[config.mk]
export PLATFORM = sky130hd
export DESIGN_NAME = pong_top
export DESIGN_NICKNAME = d
export VERILOG_FILES = /design/src/rtl/pong_top.sv
export SDC_FILE = /design/constraint.sdc
export NUM_CORES = 1
export LEC_CHECK = 0
export BUFFER_PORTS_ARGS = -buffer_cell sky130_fd_sc_hd__buf_4
export CORE_AREA = 2 2 55 57
export DETAILED_ROUTE_END_ITERATION = 8
export DIE_AREA = 0 0 57 59
export HOLD_SLACK_MARGIN = 0.15
export PLACE_DENSITY = 0.84
export SETUP_SLACK_MARGIN = 0.02
export SKIP_CTS_REPAIR_TIMING = 1
export SYNTH_ARGS = -nofsm -noshare
export SYNTH_HDL_FRONTEND = slang
export SYNTH_SLANG_ARGS = --single-unit
[constraint.sdc]
create_clock -name clk -period 4.49 [get_ports clk]
set_clock_uncertainty 0.2 [all_clocks]
set_input_delay 0.449 -clock clk [delete_from_list [all_inputs] [get_ports clk]]
set_output_delay 0.449 -clock clk [all_outputs]
set_load 0.01 [all_outputs]
[src/rtl/pong_top.sv]
// Still-screen Pong for 640x480@60 VGA: pixel-enable divider, sync generator and
// a fixed wall / paddle / ball colour map driven from the current scan position.
module pong_top #(
  parameter int HD = 640,
  parameter int HF = 16,
  parameter int HR = 96,
  parameter int HB = 48,
  parameter int VD = 480,
  parameter int VF = 10,
  parameter int VR = 2,
  parameter int VB = 33
) (
  input  logic        clk,
  input  logic        rst,
  output logic        hsync,
  output logic        vsync,
  output logic [11:0] rgb
);

  localparam logic [9:0] H_MAX        = 10'(HD + HF + HR + HB - 1);
  localparam logic [9:0] V_MAX        = 10'(VD + VF + VR + VB - 1);
  localparam logic [9:0] H_SYNC_START = 10'(HD + HF);
  localparam logic [9:0] H_SYNC_END   = 10'(HD + HF + HR - 1);
  localparam logic [9:0] V_SYNC_START = 10'(VD + VF);
  localparam logic [9:0] V_SYNC_END   = 10'(VD + VF + VR - 1);
  localparam logic [9:0] H_DISP       = 10'(HD);
  localparam logic [9:0] V_DISP       = 10'(VD);

  localparam logic [9:0] WALL_X_L   = 10'd32;
  localparam logic [9:0] WALL_X_R   = 10'd35;
  localparam logic [9:0] PADDLE_X_L = 10'd600;
  localparam logic [9:0] PADDLE_X_R = 10'd603;
  localparam logic [9:0] PADDLE_Y_T = 10'd204;
  localparam logic [9:0] PADDLE_Y_B = 10'd276;
  localparam logic [9:0] BALL_X_L   = 10'd580;
  localparam logic [9:0] BALL_X_R   = 10'd588;
  localparam logic [9:0] BALL_Y_T   = 10'd238;
  localparam logic [9:0] BALL_Y_B   = 10'd246;

  localparam logic [11:0] RGB_BLACK  = 12'h000;
  localparam logic [11:0] RGB_WALL   = 12'h060;
  localparam logic [11:0] RGB_PADDLE = 12'hFF0;
  localparam logic [11:0] RGB_BALL   = 12'hF0F;

  logic [1:0] tick_cnt_q, tick_cnt_d;
  logic [9:0] pixel_x_q, pixel_x_d;
  logic [9:0] pixel_y_q, pixel_y_d;
  logic       hsync_q, hsync_d;
  logic       vsync_q, vsync_d;

  logic       pixel_tick;
  logic [9:0] pixel_x;
  logic [9:0] pixel_y;
  logic       video_on;
  logic       wall_on, paddle_on, ball_on;

  assign pixel_tick = (tick_cnt_q == 2'd3);
  assign pixel_x    = pixel_x_q;
  assign pixel_y    = pixel_y_q;

  // Counters advance from the named position nets so the scan position is the
  // single source for both the next-state logic and the colour map.
  always_comb begin
    tick_cnt_d = tick_cnt_q + 2'd1;
    pixel_x_d  = pixel_x;
    pixel_y_d  = pixel_y;
    if (pixel_tick) begin
      if (pixel_x == H_MAX) begin
        pixel_x_d = '0;
        pixel_y_d = (pixel_y == V_MAX) ? '0 : pixel_y + 10'd1;
      end else begin
        pixel_x_d = pixel_x + 10'd1;
      end
    end
  end

  always_comb begin
    hsync_d = !((pixel_x >= H_SYNC_START) && (pixel_x <= H_SYNC_END));
    vsync_d = !((pixel_y >= V_SYNC_START) && (pixel_y <= V_SYNC_END));
  end

  always_ff @(posedge clk or posedge rst) begin
    if (rst) begin
      tick_cnt_q <= '0;
      pixel_x_q  <= '0;
      pixel_y_q  <= '0;
      hsync_q    <= 1'b1;
      vsync_q    <= 1'b1;
    end else begin
      tick_cnt_q <= tick_cnt_d;
      pixel_x_q  <= pixel_x_d;
      pixel_y_q  <= pixel_y_d;
      hsync_q    <= hsync_d;
      vsync_q    <= vsync_d;
    end
  end

  assign hsync = hsync_q;
  assign vsync = vsync_q;

  assign video_on  = (pixel_x < H_DISP) && (pixel_y < V_DISP);
  assign wall_on   = (pixel_x >= WALL_X_L) && (pixel_x <= WALL_X_R);
  assign paddle_on = (pixel_x >= PADDLE_X_L) && (pixel_x <= PADDLE_X_R) &&
                     (pixel_y >= PADDLE_Y_T) && (pixel_y <= PADDLE_Y_B);
  assign ball_on   = (pixel_x >= BALL_X_L) && (pixel_x <= BALL_X_R) &&
                     (pixel_y >= BALL_Y_T) && (pixel_y <= BALL_Y_B);

  always_comb begin
    rgb = RGB_BLACK;
    if (!video_on)      rgb = RGB_BLACK;
    else if (wall_on)   rgb = RGB_WALL;
    else if (paddle_on) rgb = RGB_PADDLE;
    else if (ball_on)   rgb = RGB_BALL;
  end

endmodule

==> run_results.csv <==
group,metric,value,unit
yosys,yosys.area_share.simple,25.8,%
cells_and_area,nFillCells,237,
detailed_routing,vias,1117,
grt,grt_start_max_net_pins,25,
grt,antenna_found_initial,0,
die,chipHeight,59,um
yosys,netlist_instances,153,
timing,setup_viol,0,
detailed_routing,wl,2750,um
timing,drv_slew,0,
grt,grt_pass1_wl,4710,um
setup_path,rr_startpoint,"tick_cnt_q[0]$_DFF_PP0_",
worst_hold_path,hold_class,"primary input to asynchronous set/reset pin",
setup_path,r2r-end,"pixel_y[8]$_DFFE_PP0P_",
detailed_routing,antenna_left,0,
yosys,synth_top_flop_cell,"dfrtp_1",
setup_path,cp-end-kind,"primary output",
yosys,synth_top_family_by_area,"simple AND/OR/NAND/NOR gates",
die,initial_core_util,53.6,%
outcome,outcome,"complete, no violations",
setup_path,r2r_setup_slack,2.26,ns
clock_tree,cts_made_buffers,3,
die,die_width,57,um
timing,final.setup.tns,0,ns
timing,slew_headroom,40.7,%
timing,rsz0062_at_grt,"no",
yosys,syn_area,1450,um^2
grt,grtUsageMet2,31.9,%
place,numPortBuffers,15,
yosys,synthMuxAreaShare,0,%
grt,use_met3,2.62,%
cells_and_area,multi_input_area,713,um^2
place,gp_congestion,0.822,
clock_tree,cts_buffer_depth,2,
grt,grtUsageMet1,21.3,%
setup_path,critical_path_class,"flip-flop to primary output",
cells_and_area,post-route-util,56.0,%
clock_tree,clock_latency,0.32,ns
detailed_routing,routedWlPerCell,14.8,um
cells_and_area,drive_above_1_share,16.9,%
timing,timing.final.crit_share,65.9,%
timing,fmax,338,MHz
yosys,postSynthAreaPerCell,9.50,um^2
yosys,synth_edf_count,0,
cells_and_area,nets,164,
place,post-place-ws,1.88,ns
timing,worst_slew_pin_slew,0.888,ns
power_and_ir_drop,p_leak,0.697,nW
grt,grt_usage,18.1,%
setup_path,arrival,2.31,ns
yosys,synth_xor_xnor_area_share,6.63,%
clock_tree,clk_pin_slew_worst_paths,0.12,ns
cells_and_area,final_cell_area,1520,um^2
setup_path,setup.worst_path.start,"pixel_x[5]$_DFFE_PP0N_",
die,ioPinCount,16,
timing,final-hold-violation-count,0,
yosys,ys_types,44,
die,rows,19,
yosys,ys_warn_count,0,
cells_and_area,areaGrowthSynthToFinish,4.30,%
yosys,synth-adder-area-share,5.16,%
flow_run,maxCapViolCount,0,
place,dpl.hpwl,2020,um
yosys,async_flop_share,100,%
detailed_routing,dr.pass1.iters,4,
detailed_routing,vias_per_cell,6.04,
die,die_area,3360,um^2
power_and_ir_drop,cellPowerDensity,209,nW/um^2
yosys,synth_seq_cells,24,
timing,fin_crit,2.96,ns
grt,grt_pass1_vias,1089,
yosys,seq_area_frac_synth,41.5,%
detailed_routing,drc,0,
setup_path,crit_fanout,8,
setup_path,crit_path_end,"rgb[10]",
clock_tree,cts_root_buf,"clkbuf_4",
setup_path,cp-start-kind,"flip-flop",
grt,grt-ovfl-total,0,
detailed_routing,drt_iter0_markers,48,
cells_and_area,seqCellArea,603,um^2
yosys,synth.net_count,161,
yosys,synth-compound-area-share,11.4,%
clock_tree,cts.sinks,24,
place,place_area,1490,um^2
power_and_ir_drop,ir_drop,0.145,mV
grt,top_usage_layer,"met2",
timing,fin_ws,1.53,ns
clock_tree,cts_tree,"built",
setup_path,r2r_cells,6,
clock_tree,htree_levels,1,
die,core_area,2710,um^2
setup_path,cp.required,3.84,ns
cells_and_area,antennaDiodeCount,0,
-- registers in the layout, summed over array words and instances, names as in the netlist --
| name | count |
|---|---|
| vsync | 1 |
| pixel_y | 10 |
| pixel_x | 10 |
| hsync | 1 |
| tick_cnt_q | 2 |
-- worst min path at each step --
stage / slack [ns] / cells after the start / to / start
final: 0.10 / 2 / pixel_x[0]$_DFFE_PP0N_ / rst
after CTS: 0.14 / 2 / pixel_x[0]$_DFFE_PP0N_ / rst
after global routing: 0.19 / 2 / pixel_y[2]$_DFFE_PP0P_ / rst
after global placement: 0.21 / 1 / tick_cnt_q[0]$_DFF_PP0_ / tick_cnt_q[0]$_DFF_PP0_
after floorplan: 0.20 / 1 / tick_cnt_q[0]$_DFF_PP0_ / tick_cnt_q[0]$_DFF_PP0_
after detailed placement: 0.22 / 1 / tick_cnt_q[0]$_DFF_PP0_ / tick_cnt_q[0]$_DFF_PP0_
-- cell usage in the layout (no fill, tap or decap), drive strengths merged, types with 2 or more instances in the layout --
cell type  count
o211ai         2
and4           2
nor4           4
a21oi          3
dfrtp         22
o21ai         12
inv            7
clkbuf         3
xor2           6
nor2b          3
buf           15
xnor2          5
o31ai          3
and3           3
dfstp          2
ha             6
nand4          5
nor2           9
nor3           4
nand3          5
nand2         19
-- cells in the mapped netlist, drive strengths merged, types with 2 or more instances --
cell type  count  area share [%]
buf           15             7.1
xnor2          5             3.0
clkbuf         2            0.52
o21ai         12             4.1
nand2         19             4.9
o31ai          3             1.5
and4           2             1.2
and3           3             1.3
dfrtp         22              38
o211ai         2             1.0
ha             6             5.2
nor2           9             2.3
xor2           6             3.6
a21oi          3             1.3
nand3          5             2.1
dfstp          2             3.6
nor2b          3             1.3
inv            7             1.8
nor3           4             1.7
nand4          5             3.2
nor4           4             3.2
-- final cells by class --
| cell class | count | share of cell area [%] |
|---|---|---|
| clock buffer | 3 | 1.49 |
| sequential | 24 | 39.8 |
| multi-input combinational | 105 | 47.0 |
| tap | 31 | 2.56 |
| inverter | 7 | 1.73 |
| timing repair buffer | 15 | 7.43 |
-- kinds of logic after synthesis --
kind of cell | count (synthesis)
adders and majority gates | 6
xor gates and xnor gates | 11
AOI/OAI and AO/OA | 26
DFF | 24
buffers and inverters | 24
and+or+nand+nor | 62
-- metrics by stage --
stage | power [mW] | cells | hold WS, ns
floorplan | 0.223 | 153 | 0.201
global placement | 0.225 | 182 | 0.212
detailed placement | 0.225 | 182 | 0.218
CTS | 0.320 | 185 | 0.138
global route | 0.326 | 185 | 0.188
finish | 0.316 | 185 | 0.102
-- power by group --
group	leakage [nW]	internal [mW]	switching, mW	total, mW
Clock	0.0138	0.0316	0.0640	0.0956
Combinational	0.369	0.000587	0.00404	0.00463
Sequential	0.314	0.216	0	0.216
Total	0.697	0.248	0.0681	0.316
-- critical path, cell delays in order (launching register included) --
cell,delay (ns)
dfrtp_1,0.48
nor2b_1,0.28
nand4_1,0.19
nor4_1,0.66
or2_1,0.25
buf_4,0.14
-- routing by layer --
metal | wire length, um | vias to the layer above | share of wire (%)
met5 | 0 | - | 0
met1 | 1170 | 538 | 42
li1 | - | 532 | -
met2 | 1340 | 38 | 49
met3 | 150 | 9 | 5.5
met4 | 89 | 0 | 3.2
Note: power is estimated with default switching activity, not from simulation.
